==> src/rtl/mfu_pkg.sv <==
// rtl/mfu_pkg.sv - shared encodings for the sequential precision-fusion multiplier
package mfu_pkg;

  typedef enum logic [1:0] {
    SEL_UU = 2'b00,
    SEL_US = 2'b01,
    SEL_SU = 2'b10,
    SEL_SS = 2'b11
  } sel_e;

  typedef enum logic [1:0] {
    ST_IDLE = 2'b00,
    ST_RUN  = 2'b01,
    ST_DONE = 2'b10
  } state_e;

endpackage

==> src/rtl/mfu_seq_fuse_mbb.sv <==
// rtl/mfu_seq_fuse_mbb.sv - combinational 2x2 bit-brick multiplier with per-operand signedness
module mfu_seq_fuse_mbb (
  input  logic [1:0] ab,
  input  logic [1:0] bb,
  input  logic [1:0] sel,
  output logic [3:0] p
);

  logic       sa;
  logic       sb;
  logic [3:0] ae;
  logic [3:0] be;

  // Widening both bricks to 4 bits makes the low 4 product bits exact in every sign mode.
  assign sa = sel[1] & ab[1];
  assign sb = sel[0] & bb[1];
  assign ae = {sa, sa, ab};
  assign be = {sb, sb, bb};
  assign p  = ae * be;

endmodule

==> src/rtl/mfu_seq_fuse.sv <==
// rtl/mfu_seq_fuse.sv - feeds one brick pair per cycle to mBB and accumulates the shifted partials
module mfu_seq_fuse
  import mfu_pkg::*;
#(
  parameter int W = 8
) (
  input  logic           clk,
  input  logic           nrst,
  input  logic           in_valid,
  output logic           in_ready,
  input  logic [W-1:0]   a,
  input  logic [W-1:0]   b,
  input  logic           a_signed,
  input  logic           b_signed,
  output logic           out_valid,
  input  logic           out_ready,
  output logic [2*W-1:0] p
);

  localparam int N  = W / 2;
  localparam int CW = (N > 1) ? $clog2(N) : 1;
  localparam int PW = 2 * W;
  localparam logic [CW-1:0] LAST = CW'(N - 1);

  state_e        state;
  state_e        state_nxt;
  logic [W-1:0]  a_q;
  logic [W-1:0]  b_q;
  logic          as_q;
  logic          bs_q;
  logic [CW-1:0] i_q;
  logic [CW-1:0] j_q;
  logic [PW-1:0] acc;
  logic          i_last;
  logic          j_last;
  logic [1:0]    ab;
  logic [1:0]    bb;
  logic [1:0]    sel;
  logic [3:0]    bp;
  logic [PW-1:0] ext;
  logic [CW:0]   ij;
  logic [PW-1:0] term;

  assign i_last = (i_q == LAST);
  assign j_last = (j_q == LAST);
  assign ab     = a_q[{i_q, 1'b0} +: 2];
  assign bb     = b_q[{j_q, 1'b0} +: 2];
  // Only the top brick of a signed operand carries the sign weight.
  assign sel    = {as_q & i_last, bs_q & j_last};

  mfu_seq_fuse_mbb u_mbb (
    .ab  (ab),
    .bb  (bb),
    .sel (sel),
    .p   (bp)
  );

  assign ext  = (sel != SEL_UU) ? PW'($signed(bp)) : PW'(bp);
  assign ij   = {1'b0, i_q} + {1'b0, j_q};
  assign term = ext << {ij, 1'b0};

  always_comb begin
    state_nxt = state;
    case (state)
      ST_IDLE: if (in_valid) state_nxt = ST_RUN;
      ST_RUN:  if (i_last && j_last) state_nxt = ST_DONE;
      ST_DONE: if (out_ready) state_nxt = ST_IDLE;
      default: state_nxt = ST_IDLE;
    endcase
  end

  always_ff @(posedge clk or negedge nrst) begin
    if (!nrst) begin
      state <= ST_IDLE;
      a_q   <= '0;
      b_q   <= '0;
      as_q  <= 1'b0;
      bs_q  <= 1'b0;
      i_q   <= '0;
      j_q   <= '0;
      acc   <= '0;
    end else begin
      state <= state_nxt;
      if (state == ST_IDLE && in_valid) begin
        a_q  <= a;
        b_q  <= b;
        as_q <= a_signed;
        bs_q <= b_signed;
        i_q  <= '0;
        j_q  <= '0;
        acc  <= '0;
      end else if (state == ST_RUN) begin
        acc <= acc + term;
        i_q <= i_last ? '0 : i_q + 1'b1;
        if (i_last) j_q <= j_last ? '0 : j_q + 1'b1;
      end
    end
  end

  assign in_ready  = (state == ST_IDLE);
  assign out_valid = (state == ST_DONE);
  assign p         = acc;

endmodule

==> config.mk <==
export PLATFORM = sky130hd
export DESIGN_NAME = mfu_seq_fuse
export DESIGN_NICKNAME = d
export VERILOG_FILES = /design/src/rtl/mfu_pkg.sv /design/src/rtl/mfu_seq_fuse_mbb.sv /design/src/rtl/mfu_seq_fuse.sv
export SDC_FILE = /design/constraint.sdc
export NUM_CORES = 1
export LEC_CHECK = 0
export ABC_AREA = 1
export BUFFER_PORTS_ARGS = -buffer_cell sky130_fd_sc_hd__buf_2
export CAP_MARGIN = 20
export CORE_UTILIZATION = 58
export CTS_CLUSTER_DIAMETER = 100
export CTS_CLUSTER_SIZE = 25
export DETAILED_ROUTE_END_ITERATION = 10
export GPL_TIMING_DRIVEN = 1
export PLACE_DENSITY = 0.87
export SLEW_MARGIN = 30
export SYNTH_ARGS = -nofsm -noshare
export SYNTH_HDL_FRONTEND = slang
export SYNTH_SLANG_ARGS = --single-unit
==> constraint.sdc <==
create_clock -name clk -period 5.1 [get_ports clk]
set_clock_uncertainty 0.05 [all_clocks]
set_input_delay 0.51 -clock clk [delete_from_list [all_inputs] [get_ports clk]]
set_output_delay 0.51 -clock clk [all_outputs]
set_load 0.005 [all_outputs]
==> flow_summary_export.csv <==
group,metric,value,unit
status,outcome,"finished clean",
setup_path,crit_path_end_kind,"flip-flop",
routing,ant_nets,0,
placed_design,globalplace.congestion,0.912,
placed_design,portBuffers,39,
yosys,seq_area_frac_synth,0.342,
grt,grt_pass1_vias,2604,
setup_path,cp.arrival,5.02,ns
clock_tree,cts_tree,"done",
setup_path,crit_start,"i_q[0]",
grt,grtUsageTotal,0.272,
die,die_h,73.0,µm
yosys,ys_ff_latch,40,
placed_design,post_dp_cell_area,3190,µm²
clock_tree,insertion_delay,0.30,ns
cells_and_area,layout_commonest_cell,"nand2_1",
grt,grt_remaining_overflow,0,
timing,setup_tns,0,ns
setup_path,required,5.24,ns
die,initial_core_util,0.611,
clock_tree,root_buffer,"clkbuf_8",
timing,max-slew-margin-rel,0.639,
cells_and_area,final_layout_size_suffix_gt1_frac,0.251,
die,die_area,5330,µm²
grt,antenna_found_initial,0,
die,die_width,73.0,µm
timing,worst_pin_slew,0.539,ns
worst_hold_path,hold_class,"input port to asynchronous set/reset pin",
timing,period_share,0.957,
routing,via_count,2681,
yosys,synth_cell_type_count,36,
yosys,avgSynthCellArea,7.90,µm²
timing,maxSlewViolCount,0,
timing,setup_viol,0,
clock_tree,holdBufCountCts,0,
setup_path,start_kind,"flip-flop",
cells_and_area,final_cell_mix,"nand2_1, nor2_1, dfrtp_1, buf_2, inv_1",
cells_and_area,diodes,0,
routing,routedWlPerCell,13.5,µm
die,core_region_area,4790,µm²
clock_tree,cts_max_path_buffers,2,
job,cap_violations,0,
grt,grt_max_degree,41,
routing,detail_route.first_pass.iterations,5,
clock_tree,htreeDepth,2,
cells_and_area,synthToLayoutAreaGrowth,15.7,%
yosys,yosys_warnings,0,
yosys,synth_nets,416,
cells_and_area,fill_cells,368,
setup_path,crit_type,"flip-flop to flip-flop",
routing,initialDrtViolationCount,118,
timing,hold_viol_final,0,
die,std_cell_rows,25,
routing,route.detailed.drc,0,
cells_and_area,fin_util,0.706,
cells_and_area,multi_input_area,1760,µm²
timing,period_minus_slack,4.88,ns
die,num_io_pins,40,
setup_path,rr_startpoint,"i_q[0]",
placed_design,place.detailed.hpwl,4.85,mm
timing,grt_setup_unrepaired,"true",
grt,grt_pass1_wl,11.1,mm
clock_tree,clk_pin_slew,0.08,ns
cells_and_area,finalNetCount,464,
timing,clock.fmax,0.205,GHz
cells_and_area,final_area,3380,µm²
routing,drt_wl_total,6.56,mm
timing,setup_slack,0.220,ns
setup_path,crit_fanout,7,
yosys,synth_cells,370,
yosys,synth_area,2920,µm²
routing,vias_per_cell,5.53,
clock_tree,cts.sinks,40,
clock_tree,cts_made_buffers,5,
placed_design,dp_slack,0.263,ns
cells_and_area,seqCellArea,1000,µm²
[area by class of cell]
class	instances	share of cell area
multi-input cells	284	0.521
flip-flops and latches	40	0.297
repair buffers	46	0.0740
inverters	41	0.0455
well taps	67	0.0248
clock buffers	5	0.0204
clock inverters	2	0.0178
[worst paths after layout]
| check | end | slack [ns] | cells past startpoint |
|---|---|---|---|
| min | a_q[1] | 0.13 | 1 |
| min in group clk | state[1] | 0.37 | 2 |
| min reg2reg | a_q[4] | 0.46 | 1 |
| max in group asynchronous | i_q[0] | 4.51 | 1 |
| max | p[7] | 0.22 | 22 |
| max reg2reg | p[7] | 0.22 | 22 |
[per-layer routing]
metal | global-route usage | share of wire | vias up
met4 | 0.126 | 0.019 | 0
met3 | 0.0483 | 0.060 | 13
met5 | 0 | 0 | -
met1 | 0.342 | 0.44 | 1247
li1 | - | - | 1331
met2 | 0.453 | 0.48 | 90
[kinds of logic (layout without fill, tap and decap cells)]
family	count (synthesis)	after routing	synth area share
AOI/OAI and AO/OA	69	69	0.133
adders and majority gates	24	24	0.113
xor gates and xnor gates	3	3	0.00899
DFF	40	40	0.342
and+or+nand+nor	173	173	0.285
muxes	15	15	0.0574
buffers and inverters	46	94	0.0604
[sequential cells by signal (all words and copies together) (netlist names)]
| name | flops |
|---|---|
| a_q | 8 |
| as_q | 1 |
| b_q | 8 |
| bs_q | 1 |
| i_q | 2 |
| j_q | 2 |
| p | 16 |
| state | 2 |
[Yosys cell counts (all sizes together)]
cell type  instances  share of area
a211oi             1         0.0026
a21oi             30          0.051
a221oi             1         0.0030
a22o               2         0.0060
a31oi              1         0.0021
a32o               2         0.0068
buf                1         0.0026
clkbuf             4         0.0051
clkinv             3         0.0039
dfrtp             40           0.34
fa                 4          0.027
ha                20          0.086
inv               38          0.049
mux2              14          0.054
mux2i              1         0.0034
nand2            101           0.15
nand3             28          0.072
nand4              1         0.0021
nor2              40          0.052
nor4               1         0.0021
o2111ai            1         0.0030
o211ai             1         0.0026
o21ai             25          0.044
o22ai              3         0.0064
o31ai              2         0.0051
or2                2         0.0043
xnor2              1         0.0030
xor2               2         0.0060
[critical path, cell delays in order (launching register included)]
cell	delay, ns
dfrtp_2	0.43
ha_1	0.22
nand2_1	0.12
inv_1	0.14
nand3_4	0.11
fa_1	0.51
fa_1	0.47
xnor2_2	0.19
nand3_1	0.18
nand3_2	0.18
nand3_4	0.11
mux2i_1	0.20
nand2_1	0.07
o21ai_1	0.14
inv_1	0.07
nor2_1	0.11
ha_1	0.31
a21oi_1	0.19
o211ai_1	0.18
buf_4	0.19
buf_4	0.12
or2_2	0.27
a32o_1	0.22
[metrics by stage]
| step | std cells | hold slack [ns] |
|---|---|---|
| after floorplan | 370 | 0.164 |
| after global placement | 473 | 0.439 |
| after detailed placement | 473 | 0.443 |
| after CTS | 480 | 0.311 |
| after global routing | 485 | 0.161 |
| final | 485 | 0.129 |
[repair_timing]
| item | 4_1_cts | 5_1_grt |
|---|---|---|
| gates resized for setup | 0 | 7 |
| setup buffers | 0 | 5 |
| endpoints found under the setup margin | 0 | 7 |
Power is left out: the tool's default activity adds up to more than one toggle a clock period on the data nets, which glitch-free logic cannot reach.
